===== config.mk =====
export PLATFORM = sky130hd
export DESIGN_NAME = imem_loader
export DESIGN_NICKNAME = d
export VERILOG_FILES = /design/src/rtl/loader_defs.sv /design/src/rtl/byte_packer.sv /design/src/rtl/imem_loader.sv
export SDC_FILE = /design/constraint.sdc
export NUM_CORES = 1
export LEC_CHECK = 0
export CORE_MARGIN = 5
export CORE_UTILIZATION = 45
export CTS_CLUSTER_DIAMETER = 30
export DETAILED_ROUTE_END_ITERATION = 10
export DONT_BUFFER_PORTS = 1
export PLACE_DENSITY = 0.7
export SYNTH_ARGS = -nofsm -noshare
export SYNTH_HDL_FRONTEND = slang
export SYNTH_HIERARCHICAL = 1
export SYNTH_SLANG_ARGS = --single-unit

===== constraint.sdc =====
create_clock -name Clk -period 3.85 [get_ports Clk]
set_input_delay 0.5775 -clock Clk [delete_from_list [all_inputs] [get_ports Clk]]
set_output_delay 0.5775 -clock Clk [all_outputs]
set_load 0.005 [all_outputs]

===== src/rtl/loader_defs.sv =====
// Shared definitions for the boot-time instruction memory loader:
// FSM state encodings, word geometry and a small state-decode helper.
package loader_defs;

  localparam logic [2:0] ST_IDLE    = 3'd0;
  localparam logic [2:0] ST_COLLECT = 3'd1;
  localparam logic [2:0] ST_WRITE   = 3'd2;
  localparam logic [2:0] ST_DONE    = 3'd3;
  localparam logic [2:0] ST_ERROR   = 3'd4;

  localparam int BYTES_PER_WORD = 4;

  // A new load may only be launched from a quiescent state.
  function automatic logic start_allowed(input logic [2:0] st);
    return (st == ST_IDLE) || (st == ST_DONE);
  endfunction

endpackage


===== src/rtl/byte_packer.sv =====
// Packs accepted bytes big-endian into a 32-bit word; the first byte of a
// word ends up in [31:24]. WordDone flags the cycle the 4th byte is taken.
module byte_packer
  import loader_defs::*;
(
  input  logic        Clk,
  input  logic        Reset,
  input  logic        Clear,
  input  logic [7:0]  ByteIn,
  input  logic        Accept,
  output logic [31:0] Word,
  output logic        WordDone
);

  localparam logic [1:0] LAST_BYTE = 2'(BYTES_PER_WORD - 1);

  logic [1:0]  count_q, count_d;
  logic [31:0] shift_q, shift_d;

  always_comb begin
    // NOTE: every variable driven here gets a default first so no latch is inferred.
    count_d = count_q;
    shift_d = shift_q;
    if (Clear) begin
      count_d = '0;
    end else if (Accept) begin
      count_d = count_q + 2'd1;
      shift_d = {shift_q[23:0], ByteIn};
    end
  end

  always_ff @(posedge Clk or posedge Reset) begin
    if (Reset) begin
      count_q <= '0;
      shift_q <= '0;
    end else begin
      // NOTE: sequential state uses non-blocking assignments so every flop samples pre-edge values.
      count_q <= count_d;
      shift_q <= shift_d;
    end
  end

  // After the 4th shift the register itself holds the finished word.
  assign Word     = shift_q;
  assign WordDone = Accept && !Clear && (count_q == LAST_BYTE);

endmodule


===== src/rtl/imem_loader.sv =====
// Boot loader for the instruction memory write port: streams bytes into
// words at consecutive addresses and holds the core in reset until done.
module imem_loader
  import loader_defs::*;
#(
  parameter int ADDR_WIDTH = 10,
  parameter int LEN_WIDTH  = 11
) (
  input  logic                 Clk,
  input  logic                 Reset,
  input  logic                 Start,
  input  logic [LEN_WIDTH-1:0] LoadLen,
  input  logic [7:0]           ByteIn,
  input  logic                 ByteValid,
  output logic                 ByteReady,
  output logic                 ImemWrite,
  output logic [31:0]          ImemAddr,
  output logic [31:0]          ImemWriteData,
  output logic                 CpuReset,
  output logic                 Busy,
  output logic                 Done,
  output logic                 Error,
  output logic [31:0]          Checksum
);

  localparam logic [LEN_WIDTH-1:0] MAX_WORDS = {1'b1, {ADDR_WIDTH{1'b0}}};
  localparam logic [ADDR_WIDTH:0]  IDX_ONE   = {{ADDR_WIDTH{1'b0}}, 1'b1};

  logic [2:0]            state_q, state_d;
  logic [LEN_WIDTH-1:0]  len_q, len_d;
  logic [ADDR_WIDTH:0]   index_q, index_d;
  logic [ADDR_WIDTH-1:0] addr_q, addr_d;
  logic [31:0]           csum_q, csum_d;

  logic        packer_clear;
  logic        byte_accept;
  logic        word_done;
  logic [31:0] packed_word;

  assign byte_accept = ByteValid && (state_q == ST_COLLECT);

  byte_packer u_packer (
    .Clk      (Clk),
    .Reset    (Reset),
    .Clear    (packer_clear),
    .ByteIn   (ByteIn),
    .Accept   (byte_accept),
    .Word     (packed_word),
    .WordDone (word_done)
  );

  always_comb begin
    state_d      = state_q;
    len_d        = len_q;
    index_d      = index_q;
    addr_d       = addr_q;
    csum_d       = csum_q;
    packer_clear = 1'b0;

    unique case (state_q)
      ST_IDLE, ST_DONE: begin
        if (Start && start_allowed(state_q)) begin
          len_d        = LoadLen;
          index_d      = '0;
          csum_d       = '0;
          packer_clear = 1'b1;
          if (LoadLen == '0)           state_d = ST_DONE;
          else if (LoadLen > MAX_WORDS) state_d = ST_ERROR;
          else                          state_d = ST_COLLECT;
        end
      end
      ST_COLLECT: begin
        // Address is captured here so it stays put through DONE.
        if (word_done) begin
          addr_d  = index_q[ADDR_WIDTH-1:0];
          state_d = ST_WRITE;
        end
      end
      ST_WRITE: begin
        csum_d  = csum_q ^ packed_word;
        index_d = index_q + IDX_ONE;
        state_d = ((index_q + IDX_ONE) == len_q) ? ST_DONE : ST_COLLECT;
      end
      ST_ERROR: begin
        state_d = ST_ERROR;
      end
      default: begin
        state_d = ST_IDLE;
      end
    endcase
  end

  always_ff @(posedge Clk or posedge Reset) begin
    if (Reset) begin
      state_q <= ST_IDLE;
      len_q   <= '0;
      index_q <= '0;
      addr_q  <= '0;
      csum_q  <= '0;
    end else begin
      state_q <= state_d;
      len_q   <= len_d;
      index_q <= index_d;
      addr_q  <= addr_d;
      csum_q  <= csum_d;
    end
  end

  assign ByteReady     = (state_q == ST_COLLECT);
  assign ImemWrite     = (state_q == ST_WRITE);
  assign Busy          = (state_q == ST_COLLECT) || (state_q == ST_WRITE);
  assign Done          = (state_q == ST_DONE);
  assign Error         = (state_q == ST_ERROR);
  assign CpuReset      = (state_q != ST_DONE);
  assign ImemAddr      = {{(30 - ADDR_WIDTH){1'b0}}, addr_q, 2'b00};
  assign ImemWriteData = packed_word;
  assign Checksum      = csum_q;

  a_write_single_cycle: assert property (@(posedge Clk) disable iff (Reset)
    ImemWrite |=> !ImemWrite);
  a_state_legal: assert property (@(posedge Clk) disable iff (Reset)
    state_q <= ST_ERROR);

endmodule

==> Yosys cells after proc, flatten, opt, wreduce, memory -nomap -nowiden <==
Cells that the tools add are included.
{ "word_totals": {"inputBits": 23, "wordCells": 52, "latch_bits": 0, "memories": 0, "register_bits": 101, "romBits": 0, "ram_bits": 0, "output_inout_bits": 102} }
{ "classes": {"mul": 0, "n_addsub": 2, "n_reduce_logical": 17, "bitwise": 2, "order_cmp": 1, "div": 0, "n_shift": 0, "eq_ne": 9, "n_mux": 14} }
{ "ops": {"columns": ["cell", "n"], "rows": [
  ["case mux 32 bit (2 select lines)", 1],
  ["2-to-1 mux 32 bit", 1],
  ["XOR 32 bit", 1],
  ["case mux 11 bit (2 select lines)", 1],
  ["2-to-1 mux 3 bit", 4],
  ["case mux 3 bit (4 select lines)", 1],
  ["adder 11 x 1 -> 11 bit (second input constant)", 1],
  ["equality test 11 bit", 1],
  ["> comparator 11 bit (second input constant)", 1],
  ["logical NOT 11 bit", 1],
  ["2-to-1 mux 11 bit", 1],
  ["AND reduction 2 bit", 5],
  ["equality test 3 x 2 -> 1 bit (second input constant)", 2],
  ["2-to-1 mux 2 bit", 3],
  ["logical AND 1 bit", 4],
  ["nonzero test 2 bit", 2],
  ["equality test 3 x 1 -> 1 bit (second input constant)", 1],
  ["equality test 3 bit (second input constant)", 1],
  ["logical NOT 3 bit", 1],
  ["inequality test 3 x 2 -> 1 bit (second input constant)", 1],
  ["adder 2 x 1 -> 2 bit (second input constant)", 1],
  ["equality test 2 bit (second input constant)", 1],
  ["logical OR 1 bit", 2],
  ["2-to-1 mux 1 bit", 2],
  ["other kinds (5)", 5]
]} }

==> Logic depth before layout (Yosys ltp) <==
{ "logic_depth": {"word_depth": 10, "depth_mapped": 14, "depth_no_buf": 8} }

==> Hierarchy <==
The synthesis kept the hierarchy.
{ "by_module_without_submodules": {"columns": ["mod", "n_inst", "area_each_um2", "cells_each"], "rows": [
  ["imem_loader", 1, 3452.1, 350],
  ["byte_packer", 1, 1447.6, 79]
]} }

==> Worst setup path after synthesis <==
Ideal clock, no wire load.
{ "synth_timing": {"path_kind": "register -> register", "start": "register state_q[1]", "end": "register addr_q[0]", "setup_slack_ns": 1.133, "required_time_ns": 3.725, "stages_incl_launch_ff": 14, "setup_ns": 0.125, "arrival_time_ns": 2.592, "cell_sequence": "dfrtp_1 -> buf_2 -> xnor2_1 -> and3b_1 -> buf_2 -> buf_4 -> buf_2 -> nand2b_1 -> buf_6 -> buf_12 -> nor2_1 -> and2_1 -> buf_2 -> mux2_2"} }
{ "synth_via": {"elab_chain_cells": 9, "elab_cells_between_ends": 13, "classes_between": "eq/ne (2); mux (2); reduce/logical (9)"} }
{ "synth_rtl": {"columns": ["element", "line", "text"], "rows": [
  ["start: declaration", "imem_loader.sv:29", "logic [2:0] state_q, state_d;"],
  ["start signal: assignment", "imem_loader.sv:101", "state_q <= state_d;"],
  ["equality test 3 x 2 -> 1 bit or logical NOT 3 bit (tied branches)", "loader_defs.sv:15, imem_loader.sv:60", null],
  ["logical OR 1 bit", "loader_defs.sv:15", "return (st == ST_IDLE) || (st == ST_DONE);"],
  ["logical AND 1 bit", "imem_loader.sv:62", "if (Start && start_allowed(state_q)) begin"],
  ["2-to-1 mux 1 bit", "imem_loader.sv:62", null],
  ["2-to-1 mux 1 bit *", "imem_loader.sv:60", "unique case (state_q)"],
  ["net packer_clear", "imem_loader.sv:35", "logic packer_clear;"],
  ["logical NOT 1 bit *", "byte_packer.sv:45", "assign WordDone = Accept && !Clear && (count_q == LAST_BYTE);"],
  ["logical AND 1 bit * (2 in series)", "byte_packer.sv:45", null],
  ["net word_done", "imem_loader.sv:37", "logic word_done;"],
  ["AND reduction 2 bit (no line) *", null, null],
  ["end signal: assignment", "imem_loader.sv:104", "addr_q <= addr_d;"],
  ["end: declaration", "imem_loader.sv:32", "logic [ADDR_WIDTH-1:0] addr_q, addr_d;"]
]} }
Mark *: on every way through the listed nets, which the timed path passes. The rest lies on a longest branch.
A chain may end at the register's enable or synchronous reset.

==> Final worst setup path <==
{ "layout_timing": {"start": "register state_q[1]", "end": "output ImemWrite"} }
{ "layout_via": {"elab_chain_cells": 1} }
{ "layout_rtl": {"columns": ["element", "line", "text"], "rows": [
  ["equality test 3 x 2 -> 1 bit", "imem_loader.sv:110", "assign ImemWrite = (state_q == ST_WRITE);"],
  ["end: declaration", "imem_loader.sv:16", "output logic ImemWrite,"]
]} }
No other way between the ends.

==> results.md <==
* Combinational Power Share at ~31%
* Setup bufs post-CTS at 0
* Global-route wire length before repair at approximately 17000 um
* Top-area cell type share of the netlist area at 51.58%
* Via count at 3002
* DR top layer: met4
* Hold Crit Class: input port to async pin
* P_leak at ~2.4 nW
* Final setup vio count at 0
* Met2 Wirelength at roughly 5000 um
* Total Power at between 3 and 4 mW
* Layout net count at 445
* H-tree Lvls at 3
* Vias per inst at ~5.3
* Worst slew pin tran at about 0.86 ns
* Layout area overhead at 3.218%
* Slew Viols, Final at 0
* Seq pwr share at just over 50%
* Setup TNS at 0 ns
* First drt pass iteration count at 5
* Met1 WL at approximately 4500 um
* Unique masters post-synth at 45
* Clock share of power at 18.3%
* Finished Layout Cells at 565
* Number of global-route vias before repair at 3121
* Die H at about 110 um
* Met3 wire len at 813 um
* Gpl congestion at about 0.87
* Starting Density at between 40% and 50%
* Sequential area share after synthesis at 51.58%
* Remaining antenna violation count after routing at 0
* Max Fclk at 0.3537 GHz
* Tot GR Track Use at 16.69%
* Largest cells by area after synthesis: dfrtp_1 52%, mux2_4 8.9%, xor2_1 6.8%, mux2_2 4.8%, buf_4 4.1%
* Sw Share at 36.81%
* Sw power at between 1 and 1.5 mW
* DP Area at roughly 4800 um2
* Synth Area per Inst at approximately 11 um2
* I/O Buffers at 0
* Most frequent cell after synthesis: dfrtp_1
* EDFF count, synth at 0
* Fraction of registers with async set/reset at 100.0%
* Total I/O pin count at roughly 130
* Tcrit/Tclk final at 73.43%
* Total wire length at between 10000 and 15000 um
* Synth Instances at roughly 430
* CP Capture Type: output port
* Worst-path clk slew at around 0.10 ns
* Max_slew headroom at ~43%
* Largest stage delay, worst path at about 0.68 ns
* Design Area, Final at about 5000 um2
* Die width at between 100 and 150 um
* Crit-path cells: or3b_1, inv_2
* CTS sink count at roughly 100
* Status: finished clean
* Grt total ovfl at 0
* WP data required at ~3.3 ns
* Predominant post-synthesis flop cell: dfrtp_1
* Rows at 38
* CP max FO at 42
* Worst setup SP type: flop
* Max-Cap Viols at 0
* Hold-fix buffers, CTS at 0
* Period minus WS final at around 2.8 ns
* Die ar. at 13070 um2
* Diodes inserted at 0
* Layout cell share with drive strength beyond 1 at around 19%
* WL/cell at about 18 um
* Pwr Density at ~790 nW/um2
* Critical Path Slowest Stage Cell: inv_2
* Final hold violations at 0
* CP arrival at about 2.3 ns
* Synthesized flop and latch total at roughly 100
* Post-synth top area cell: dfrtp_1
* Synthesized area at around 4900 um2
* TritonCTS buffer count at 9
* DRC viols at 0
* CTS tree: built
* Post-DP HPWL at slightly above 7000 um
* DP Cell Count at between 500 and 600
* Largest net degree at the start of global routing at 48
* Resize count post-CTS at 0
* Top post-synthesis cells by count: 101 x dfrtp_1, 53 x nor2_1, 46 x nand2_1, 38 x xor2_1, 29 x mux2_4
* VDD IR max at between 300 and 400 uV
* Cell Int Power at between 2 and 3 mW
* Clk buf depth at 2
* Initial drt markers at approximately 180
* Core footprint at 10750 um2
* Synth Warn # at 6
* Crit Path Category: flop to output port
* Worst skew pair latency at roughly 0.37 ns
* Initial antenna violation count at 0
* CTS root buf: clkbuf_8
* Clk_skew at 0.009569 ns
* RSZ-0062 raised after global routing: false
==> worst paths after layout <==
path,cells past startpoint,slack (ns),end,startpoint
max,2,1.02,ImemWrite,state_q[1]
min,2,0.17,u_packer/Word[2],Reset
max reg2reg,6,1.22,addr_q[0],state_q[1]
min reg2reg,1,0.51,index_q[10],index_q[10]
max in group asynchronous,2,2.67,Checksum[2],Reset
min in group Clk,1,0.34,len_q[0],LoadLen[0]
==> cell type report <==
cell class | count | area [um2]
fillers | 990 | 5688
flip-flops and latches | 101 | 2527
multi-input cells | 297 | 2081
well taps | 140 | 175.2
clock buffers | 9 | 123.9
clock inverters | 7 | 93.84
repair buffers | 4 | 30.03
inverters | 7 | 26.28
==> state kept, by name, summed over array words and instances (netlist names) <==
name and flops:
state_q 3, len_q 11, addr_q 10, u_packer/Word 32, index_q 11, u_packer/count_q 2, Checksum 32
==> metrics by stage <==
step	util, %	hold WS, ns	setup slack, ns
floorplan	-	0.4700	1.133
global placement	45.04	0.4919	1.425
detailed placement	45.04	0.4955	1.291
CTS	47.07	0.1796	0.9964
global route	47.07	0.1991	0.8359
finish	47.07	0.1748	1.023
==> cell families after synthesis <==
group	Yosys count	synth area share [%]
AOI/OAI and AO/OA	35	4.265
xor gates and xnor gates	50	8.938
adders and majority gates	2	0.5106
buffers and inverters	52	7.635
DFF	101	51.58
muxes	54	14.61
other	1	0.07654
and+or+nand+nor	134	12.39
==> cell usage in the layout, fill, tap and decap left out, types with 6 or more instances in the layout <==
| cell type | netlist | layout |
|---|---|---|
| xor2_1 | 38 | 38 |
| nor2_1 | 53 | 53 |
| mux2_4 | 29 | 29 |
| dfrtp_1 | 101 | 101 |
| nand2_1 | 46 | 46 |
| o21ai_0 | 22 | 22 |
| xnor2_1 | 12 | 12 |
| nand3_1 | 6 | 6 |
| conb_1 | 1 | 22 |
| clkbuf_8 | 0 | 9 |
| mux2_2 | 21 | 21 |
==> power by group through the flow <==
stage / Combinational (mW) / Clock (mW) / Sequential [mW]
final: 1.23 / 0.729 / 2.02
after floorplan: 1.20 / 0 / 1.86
after detailed placement: 1.23 / 0 / 2.06
after global routing: 1.36 / 0.790 / 2.11
after CTS: 1.24 / 0.748 / 2.04
after global placement: 1.19 / 0 / 2.04
==> routing by layer <==
| metal | global-route usage, % | up-vias |
|---|---|---|
| met3 | 5.708 | 13 |
| met1 | 21.55 | 1522 |
| met2 | 26.46 | 105 |
| met5 | 0 | - |
| li1 | - | 1362 |
| met4 | 5.463 | 0 |
==> worst max-delay path: cells and delay by family, from the launching register on <==
kind	cells	cell delay (ns)
DFF	1	0.53
and+or+nand+nor	1	0.66
buffers and inverters	1	0.68
No activity file was read; power rests on OpenSTA's default activity.
